`config.mk`:
```
export PLATFORM = sky130hd
export DESIGN_NAME = count_bcd_display
export DESIGN_NICKNAME = d
export VERILOG_FILES = /design/src/rtl/count_disp_pkg.sv /design/src/rtl/seg7_decode.sv /design/src/rtl/count_bcd_display.sv
export SDC_FILE = /design/constraint.sdc
export NUM_CORES = 1
export LEC_CHECK = 0
export ABC_CLOCK_PERIOD_IN_PS = 2550
export BUFFER_PORTS_ARGS = -buffer_cell sky130_fd_sc_hd__buf_2
export CAP_MARGIN = 10
export CORE_MARGIN = 2
export CORE_UTILIZATION = 45
export DETAILED_ROUTE_END_ITERATION = 10
export PLACE_DENSITY_LB_ADDON = 0.2
export SLEW_MARGIN = 20
export SYNTH_ARGS = -nofsm -noshare
export SYNTH_HDL_FRONTEND = slang
export SYNTH_SLANG_ARGS = --single-unit
```
`constraint.sdc`:
```
create_clock -name clk -period 2.55 [get_ports clk]
set_input_delay 0.51 -clock clk [delete_from_list [all_inputs] [get_ports clk]]
set_output_delay 0.51 -clock clk [all_outputs]
set_load 0.05 [all_outputs]
```
`src/rtl/count_disp_pkg.sv`:
```
// count_disp_pkg: shared types and constants for count_bcd_display.
//   - conversion FSM state enum
//   - active-low 7-segment patterns {g,f,e,d,c,b,a} for 0-9, blank, minus
//   - digit count and datapath widths
//   - dd_step: one double-dabble iteration on a {bcd[11:0], bin[7:0]} word
package count_disp_pkg;

  localparam int unsigned DATA_W     = 8;
  localparam int unsigned BCD_W      = 12;
  localparam int unsigned ACC_W      = BCD_W + DATA_W;
  localparam int unsigned NUM_DIGITS = 4;
  localparam int unsigned DIGIT_W    = 2;
  localparam int unsigned SEG_W      = 7;
  localparam int unsigned ITER_W     = 3;
  localparam int unsigned PRESC_W    = 16;

  typedef enum logic [1:0] {
    ST_IDLE  = 2'd0,
    ST_SHIFT = 2'd1,
    ST_LATCH = 2'd2
  } state_t;

  localparam logic [SEG_W-1:0] SEG_0     = 7'b1000000;
  localparam logic [SEG_W-1:0] SEG_1     = 7'b1111001;
  localparam logic [SEG_W-1:0] SEG_2     = 7'b0100100;
  localparam logic [SEG_W-1:0] SEG_3     = 7'b0110000;
  localparam logic [SEG_W-1:0] SEG_4     = 7'b0011001;
  localparam logic [SEG_W-1:0] SEG_5     = 7'b0010010;
  localparam logic [SEG_W-1:0] SEG_6     = 7'b0000010;
  localparam logic [SEG_W-1:0] SEG_7     = 7'b1111000;
  localparam logic [SEG_W-1:0] SEG_8     = 7'b0000000;
  localparam logic [SEG_W-1:0] SEG_9     = 7'b0010000;
  localparam logic [SEG_W-1:0] SEG_BLANK = 7'b1111111;
  localparam logic [SEG_W-1:0] SEG_MINUS = 7'b0111111;

  // Decoder code reserved for the sign digit.
  localparam logic [3:0] CODE_MINUS = 4'hA;

  // Add 3 to every BCD nibble >= 5, then shift the whole word left by one.
  function automatic logic [ACC_W-1:0] dd_step(input logic [ACC_W-1:0] acc);
    logic [ACC_W-1:0] adj;
    adj = acc;
    for (int i = 0; i < 3; i++) begin
      if (adj[DATA_W + 4*i +: 4] >= 4'd5)
        adj[DATA_W + 4*i +: 4] = adj[DATA_W + 4*i +: 4] + 4'd3;
    end
    return {adj[ACC_W-2:0], 1'b0};
  endfunction

endpackage

```
`src/rtl/seg7_decode.sv`:
```
// seg7_decode: 4-bit digit code plus blank flag to active-low 7-segment pattern.
//   code  : 0-9 digits, CODE_MINUS for "-", anything else blank
//   blank : forces all segments off
//   seg_c : {g,f,e,d,c,b,a}, active low (combinational)
module seg7_decode
  import count_disp_pkg::*;
(
  input  logic [3:0]       code,
  input  logic             blank,
  output logic [SEG_W-1:0] seg_c
);

  always_comb begin
    seg_c = SEG_BLANK;
    if (!blank) begin
      case (code)
        4'd0:       seg_c = SEG_0;
        4'd1:       seg_c = SEG_1;
        4'd2:       seg_c = SEG_2;
        4'd3:       seg_c = SEG_3;
        4'd4:       seg_c = SEG_4;
        4'd5:       seg_c = SEG_5;
        4'd6:       seg_c = SEG_6;
        4'd7:       seg_c = SEG_7;
        4'd8:       seg_c = SEG_8;
        4'd9:       seg_c = SEG_9;
        CODE_MINUS: seg_c = SEG_MINUS;
        default:    seg_c = SEG_BLANK;
      endcase
    end
  end

endmodule

```
`src/rtl/count_bcd_display.sv`:
```
// count_bcd_display: converts an 8-bit counter value to BCD with a sequential
// double-dabble FSM and scans the result onto a 4-digit multiplexed display.
//   clk, rst  : clock, asynchronous active-high reset
//   count_in  : counter value, sampled once per conversion in IDLE
//   bcd       : latched {hundreds, tens, ones}
//   bcd_valid : one-cycle pulse when bcd updates
//   seg       : active-low segments {g,f,e,d,c,b,a} for the selected digit
//   an        : active-low digit enables, an[0] = ones, an[3] = sign digit
// Parameter SCAN_DIV: clk cycles per digit slot (2..65535).
// Macro COUNT_SIGNED_EN: treat count_in as two's complement, show "-" on an[3].
module count_bcd_display
  import count_disp_pkg::*;
#(
  parameter int unsigned SCAN_DIV = 50000
) (
  input  logic                  clk,
  input  logic                  rst,
  input  logic [DATA_W-1:0]     count_in,
  output logic [BCD_W-1:0]      bcd,
  output logic                  bcd_valid,
  output logic [SEG_W-1:0]      seg,
  output logic [NUM_DIGITS-1:0] an
);

  state_t              state, state_nxt;
  logic [ACC_W-1:0]    acc;
  logic [ITER_W-1:0]   iter;
  logic                sign_cap;
  logic                sign;
  logic                shown;
  logic [PRESC_W-1:0]  presc;
  logic [DIGIT_W-1:0]  digit;
  logic [DATA_W-1:0]   mag_c;
  logic                neg_c;
  logic [3:0]          code_c;
  logic                blank_c;
  logic [SEG_W-1:0]    seg_c;

  // Magnitude and sign of the incoming value (-128 maps to 128).
`ifdef COUNT_SIGNED_EN
  assign neg_c = count_in[DATA_W-1];
  assign mag_c = neg_c ? DATA_W'(~count_in + 8'd1) : count_in;
`else
  assign neg_c = 1'b0;
  assign mag_c = count_in;
`endif

  // FSM state register.
  always_ff @(posedge clk or posedge rst) begin
    if (rst) state <= ST_IDLE;
    else     state <= state_nxt;
  end

  // FSM next state: IDLE 1 cycle, SHIFT 8 cycles, LATCH 1 cycle, repeating.
  always_comb begin
    state_nxt = state;
    case (state)
      ST_IDLE:  state_nxt = ST_SHIFT;
      ST_SHIFT: if (iter == ITER_W'(7)) state_nxt = ST_LATCH;
      ST_LATCH: state_nxt = ST_IDLE;
      default:  state_nxt = ST_IDLE;
    endcase
  end

  // Conversion datapath; bcd only changes in LATCH so partial results never show.
  always_ff @(posedge clk or posedge rst) begin
    if (rst) begin
      acc       <= '0;
      iter      <= '0;
      sign_cap  <= 1'b0;
      bcd       <= '0;
      sign      <= 1'b0;
      bcd_valid <= 1'b0;
      shown     <= 1'b0;
    end else begin
      bcd_valid <= 1'b0;
      case (state)
        ST_IDLE: begin
          acc      <= {BCD_W'(0), mag_c};
          iter     <= '0;
          sign_cap <= neg_c;
        end
        ST_SHIFT: begin
          acc  <= dd_step(acc);
          iter <= iter + ITER_W'(1);
        end
        ST_LATCH: begin
          bcd       <= acc[ACC_W-1:DATA_W];
          sign      <= sign_cap;
          bcd_valid <= 1'b1;
          shown     <= 1'b1;
        end
        default: ;
      endcase
    end
  end

  // Scan prescaler and digit index; idle at digit 0 until the first result.
  always_ff @(posedge clk or posedge rst) begin
    if (rst) begin
      presc <= '0;
      digit <= '0;
    end else if (shown) begin
      if (presc == PRESC_W'(SCAN_DIV - 1)) begin
        presc <= '0;
        digit <= digit + DIGIT_W'(1);
      end else begin
        presc <= presc + PRESC_W'(1);
      end
    end
  end

  // Digit mux with leading-zero blanking.
  always_comb begin
    code_c  = 4'd0;
    blank_c = 1'b1;
    case (digit)
      2'd0: begin
        code_c  = bcd[3:0];
        blank_c = 1'b0;
      end
      2'd1: begin
        code_c  = bcd[7:4];
        blank_c = (bcd[11:8] == 4'd0) && (bcd[7:4] == 4'd0);
      end
      2'd2: begin
        code_c  = bcd[11:8];
        blank_c = (bcd[11:8] == 4'd0);
      end
      default: begin
        code_c  = CODE_MINUS;
        blank_c = !sign;
      end
    endcase
  end

  seg7_decode u_seg7_decode (
    .code  (code_c),
    .blank (blank_c),
    .seg_c (seg_c)
  );

  // Registered display drive; an and seg always move together.
  always_ff @(posedge clk or posedge rst) begin
    if (rst) begin
      seg <= SEG_BLANK;
      an  <= '1;
    end else if (shown) begin
      seg <= seg_c;
      an  <= ~(NUM_DIGITS'(1) << digit);
    end
  end

endmodule

```
# Word-level counts from Yosys, hierarchy flattened
# Memories as Yosys holds them, arrays and structs flattened.
# Cells that the tools add are included.
# classes
n_mux,12
bitwise,1
n_shift,1
addsub,6
eq_ne,7
reduce_logical,7
magnitude_cmp,3
# op_table
op,n
$pmux 20 s2,1
$add 16x1->16 const B,1
$eq 16x16->1 const B,1
$mux 16,1
$ge 4x3->1 const B,3
$pmux 4 s3,1
$add 4x2->4 const B,2
$logic_not 4->1,2
$mux 4,2
$mux 7,1
$pmux 3 s2,1
$eq 2x1->1 const B,2
$eq 2x2->1 const B,2
$logic_not 2->1,2
$not 4->4,1
$pmux 2 s2,1
$shl 1x2->4 const A,1
$add 3x1->3 const B,1
$add 3x2->3 const B,1
$eq 3x3->1 const B,1
$mux 3,1
$pmux 1 s3,1
$add 2x1->2 const B,1
$mux 2,1
5 further kinds,5
# totals
elab_cells,48
rom_bits,112
inputBits,10
reg_bits,68
memories,1
output_inout_bits,24
# memory_table
name,words,word_bits,rd,rd_clocked_by_memory_dff,write_ports,line_no,source
(no name shown),16,7,1,0,0,seg7_decode.sv:16,case (code)

# Longest topological paths before layout
# depth
word_depth,4
ltp_mapped,10
mapped_depth_nobuf,10

# Modules after synthesis
# From an unflattened synthesis, not the netlist that was laid out.
# hier_totals
hier_cells,323
hier_area_um2,3412.0
# by_module_without_submodules
module,area_per_inst_um2,seq_area_each_um2,n_inst,cells_per_inst
count_bcd_display,3174.3,1715.4,1,289
seg7_decode,237.7,0.0,1,34

# Worst setup path before layout
# No wires, ideal clock.
# synth_path
path_type,reg-to-reg
from,reg digit[1]
to,reg seg[1]
arrival_time_ps,2085
path_slack_ps,387
required_ps,2473
path_buffers,0
stages_incl_launch_ff,8
setup_ps,77
synth_period_minus_slack_ps,2163
cell_sequence,dfrtp_1 > inv_1 > ha_1 > a222oi_1 > nand2b_1 > ha_1 > or3_1 > a31oi_1
# synth_between
elab_chain_cells,4
elab_cells_between_ends,7
classes_between,2 x eq/ne; 3 x mux; 1 x reduce/logical; 1 x memory
# synth_rtl
element,line_no,source
from (decl),count_bcd_display.sv:32,logic [DIGIT_W-1:0] digit;
from (signal assigned),count_bcd_display.sv:106,digit <= digit + DIGIT_W'(1);
$eq 2x2->1 (tied with other cells),count_bcd_display.sv:117,case (digit)
$pmux 4 s3,count_bcd_display.sv:117,
$mem_v2 16x7,--,
$mux 7 *,seg7_decode.sv:15,if (!blank) begin
to (signal assigned),count_bcd_display.sv:149,seg <= seg_c;
to (decl),count_bcd_display.sv:21,"output logic [SEG_W-1:0] seg,"
# Mark *: on every way between the ends. The rest lies on a longest branch, timed or not.
# A chain may end at the register's enable or synchronous reset.

# Worst setup path in the final report
# Same ends and word-level chain as after synthesis.

==> results.ini <==
[outcome]
status=complete, no violations

[setup_path]
crit_slowest_cell=a222oi_1
crit_chain=inv_1 -> ha_1 -> a222oi_1 -> nand2b_1 -> ha_1 -> or3_1 -> a31oi_1
start_kind=flip-flop
rr_worst_depth=7
critPathKind=reg2reg
path_buf_inv=1
cpMostUsedCell=ha_1
worst-path-stages=7
crit_required_ns=2.82
arrival_ns=2.60
cp_top_family=adder cells
critPathMaxStageDelay_ns=0.45
worstSetupEndpointType=flip-flop
worstPathMaxFanout=7

[clock_tree]
cts_tree=built
h-tree-depth=3
clock-root-buffer=clkbuf_8
holdBufCountCts=0
clock_path_buffers=2
worstSkewPairLatency_ns=0.34
cts.sinks=68
numCtsBuffers=9
clk_pin_slew_worst_paths_ns=0.07

[detailed_routing]
route.antenna.remaining_nets=0
drtIter0Drc=70
vias=2387
drc_errors=0
wl_per_cell_um=13.6
wirelength_mm=6.41
drt-vias-per-instance=5.07
dr.pass1.iters=4

[logic_synthesis]
synth_edf_count=0
synth_area_leaders=dfrtp_1 (42%), dfstp_2 (8.5%), ha_1 (7.4%)
yosys.cell_count.top_type=dfrtp_1
syn_inst=329
synth_top_area_share_pct=41.9
syn_area_per_cell_um2=10.3
syn-num-nets=359
synth_area_mm2=0.00340
yosys_warnings=0
yosysSeqAreaShare_pct=50.4
synth_largest_area_cell=dfrtp_1
ys_seq_elements=68
synth_cell_type_count=42
synthFlopType=dfrtp_1
synthTopCellsByCount=dfrtp_1 (57), nand2_1 (41), o21ai_0 (34)
synthArstFlopShare_pct=100

[power]
power.share.clock_pct=27.7
netSwitchingPower_w=0.00134
netSwitchingFraction_pct=36.9
p_per_area_mw_per_mm2=922
p_leak_nw=1.87
comb_power_share_pct=32.4
irDropWorstVdd_uv=534
seqPwrFrac_pct=40.0
intPower_w=0.00229

[cells_and_area]
post-route-util_pct=54.0
diodes=0
synthToLayoutAreaGrowth_pct=15.7
layout-drive-gt1-share_pct=23.1
n_fill_cell=691
fin_nets=398

[timing]
hold_viol=0
rsz0062_at_grt=false
final.min_clock_period_ns=2.33
clock_skew_ns=0.00955
setup-violations-final=0
max_slew_margin_pct=63.1
fmax_ghz=0.429
report.final.slew_viol_count=0
worstMarginPinSlew_ns=0.554
tns_ns=0
min_period_over_period_pct=91.3

[grt]
grtUsageTotal_pct=16.4
antenna_found_initial=0
grt_max_degree=69
grt_pass1_vias=2391
grt_overflow=0
grt_pass1_wl_mm=11.0

[worst_hold_path]
holdCritPathClass=in2async

[placed_design]
io_buffers=33
place_hpwl_mm=4.43
place_congestion=0.740

[floorplan]
row_count=31
die_h_um=91.0
start_util_pct=46.7
coreArea_mm2=0.00729
die_w_um=91.0
die_area_mm2=0.00827
io_pins=34

[flow_run]
maxCapViolations=0

## power groups by stage
stage | Clock (W) | Sequential [W] | Combinational [W]
after floorplan | 0 | 0.00183 | 0.000545
after CTS | 0.00102 | 0.00145 | 0.00118
after detailed placement | 0 | 0.00147 | 0.00117
after global placement | 0 | 0.00147 | 0.00115
after global routing | 0.00106 | 0.00148 | 0.00130
final | 0.00100 | 0.00145 | 0.00118
## per-stage QoR
stage / cell area (um^2) / total power, W / setup WS, ns / hold slack [ns] / cells
2_1_floorplan: 3400 / 0.00237 / 0.347 / 0.450 / 329
3_3_place_gp: 3710 / 0.00263 / 0.251 / 0.451 / 455
3_5_place_dp: 3710 / 0.00265 / 0.115 / 0.459 / 455
4_1_cts: 3930 / 0.00366 / 0.104 / 0.247 / 470
5_1_grt: 3940 / 0.00384 / 0.0519 / 0.276 / 471
6_report: 3940 / 0.00363 / 0.221 / 0.223 / 471
## repair_timing
item                       in CTS  in global routing
setup buffers                   0                  1
resized for setup               0                  0
setup endpoints to repair       0                  2
hold endpoints to repair        0                  0
## cells in the final DEF (no fill, tap or decap), types with 4 or more instances in the layout
cell type  instances
a31oi_1            5
xor2_1             4
xnor2_1           13
dfrtp_1           57
a222oi_1           4
nand2_1           41
a21oi_1           12
dfstp_2           11
mux2_2            11
ha_1              20
nand3_1            5
nand2b_1           9
clkbuf_8          11
inv_1             19
o21ai_0           34
buf_2             33
mux2i_1           14
nor2_1            22
buf_4              8
## sequential cells by signal, indices dropped and copies added, names as in the netlist
signal     count
bcd_valid      1
digit          2
presc         16
acc           20
seg            7
shown          1
iter           3
an             4
bcd           12
state          2
## tightest hold or removal path, delay by kind of cell
family,cells,cell delay (ns)
buffers and inverters,3,0.46
## kinds of logic after synthesis
| group | count (synthesis) | share of synthesized area [%] |
|---|---|---|
| adder cells (fa/ha/maj) | 20 | 7.36 |
| AO/OA/AOI/OAI | 66 | 11.6 |
| XOR/XNOR | 17 | 4.38 |
| multiplexers | 25 | 7.76 |
| AND/OR/NAND/NOR | 99 | 14.6 |
| buffers and inverters | 34 | 3.90 |
| flip-flops | 68 | 50.4 |
## per-layer routing
metal	share of wire, %	global-route usage, %	up-vias
met2	46	26.1	29
met3	2.8	2.99	12
met5	0	0	-
met1	49	21.4	1136
li1	-	-	1210
met4	1.9	8.08	0
## worst paths after layout
kind | to | slack [ns] | startpoint
hold / removal | presc[9] | 0.22 | rst
hold reg to reg | an[3] | 0.47 | an[3]
setup reg to reg | seg[1] | 0.22 | digit[1]
min in group clk | acc[0] | 0.38 | count_in[0]
max in group asynchronous | an[3] | 1.98 | rst
setup / recovery | seg[1] | 0.22 | digit[1]
## cell type report
class	count	area (um^2)	share of cell area [%]
Clock buffer	11	151	3.84
Clock inverter	4	72.6	1.84
Inverter	20	75.1	1.91
Multi-Input combinational cell	227	1550	39.5
Sequential cell	68	1720	43.6
Tap cell	99	124	3.15
Timing Repair Buffer	42	245	6.23
Power figures use the tool's default switching activity.
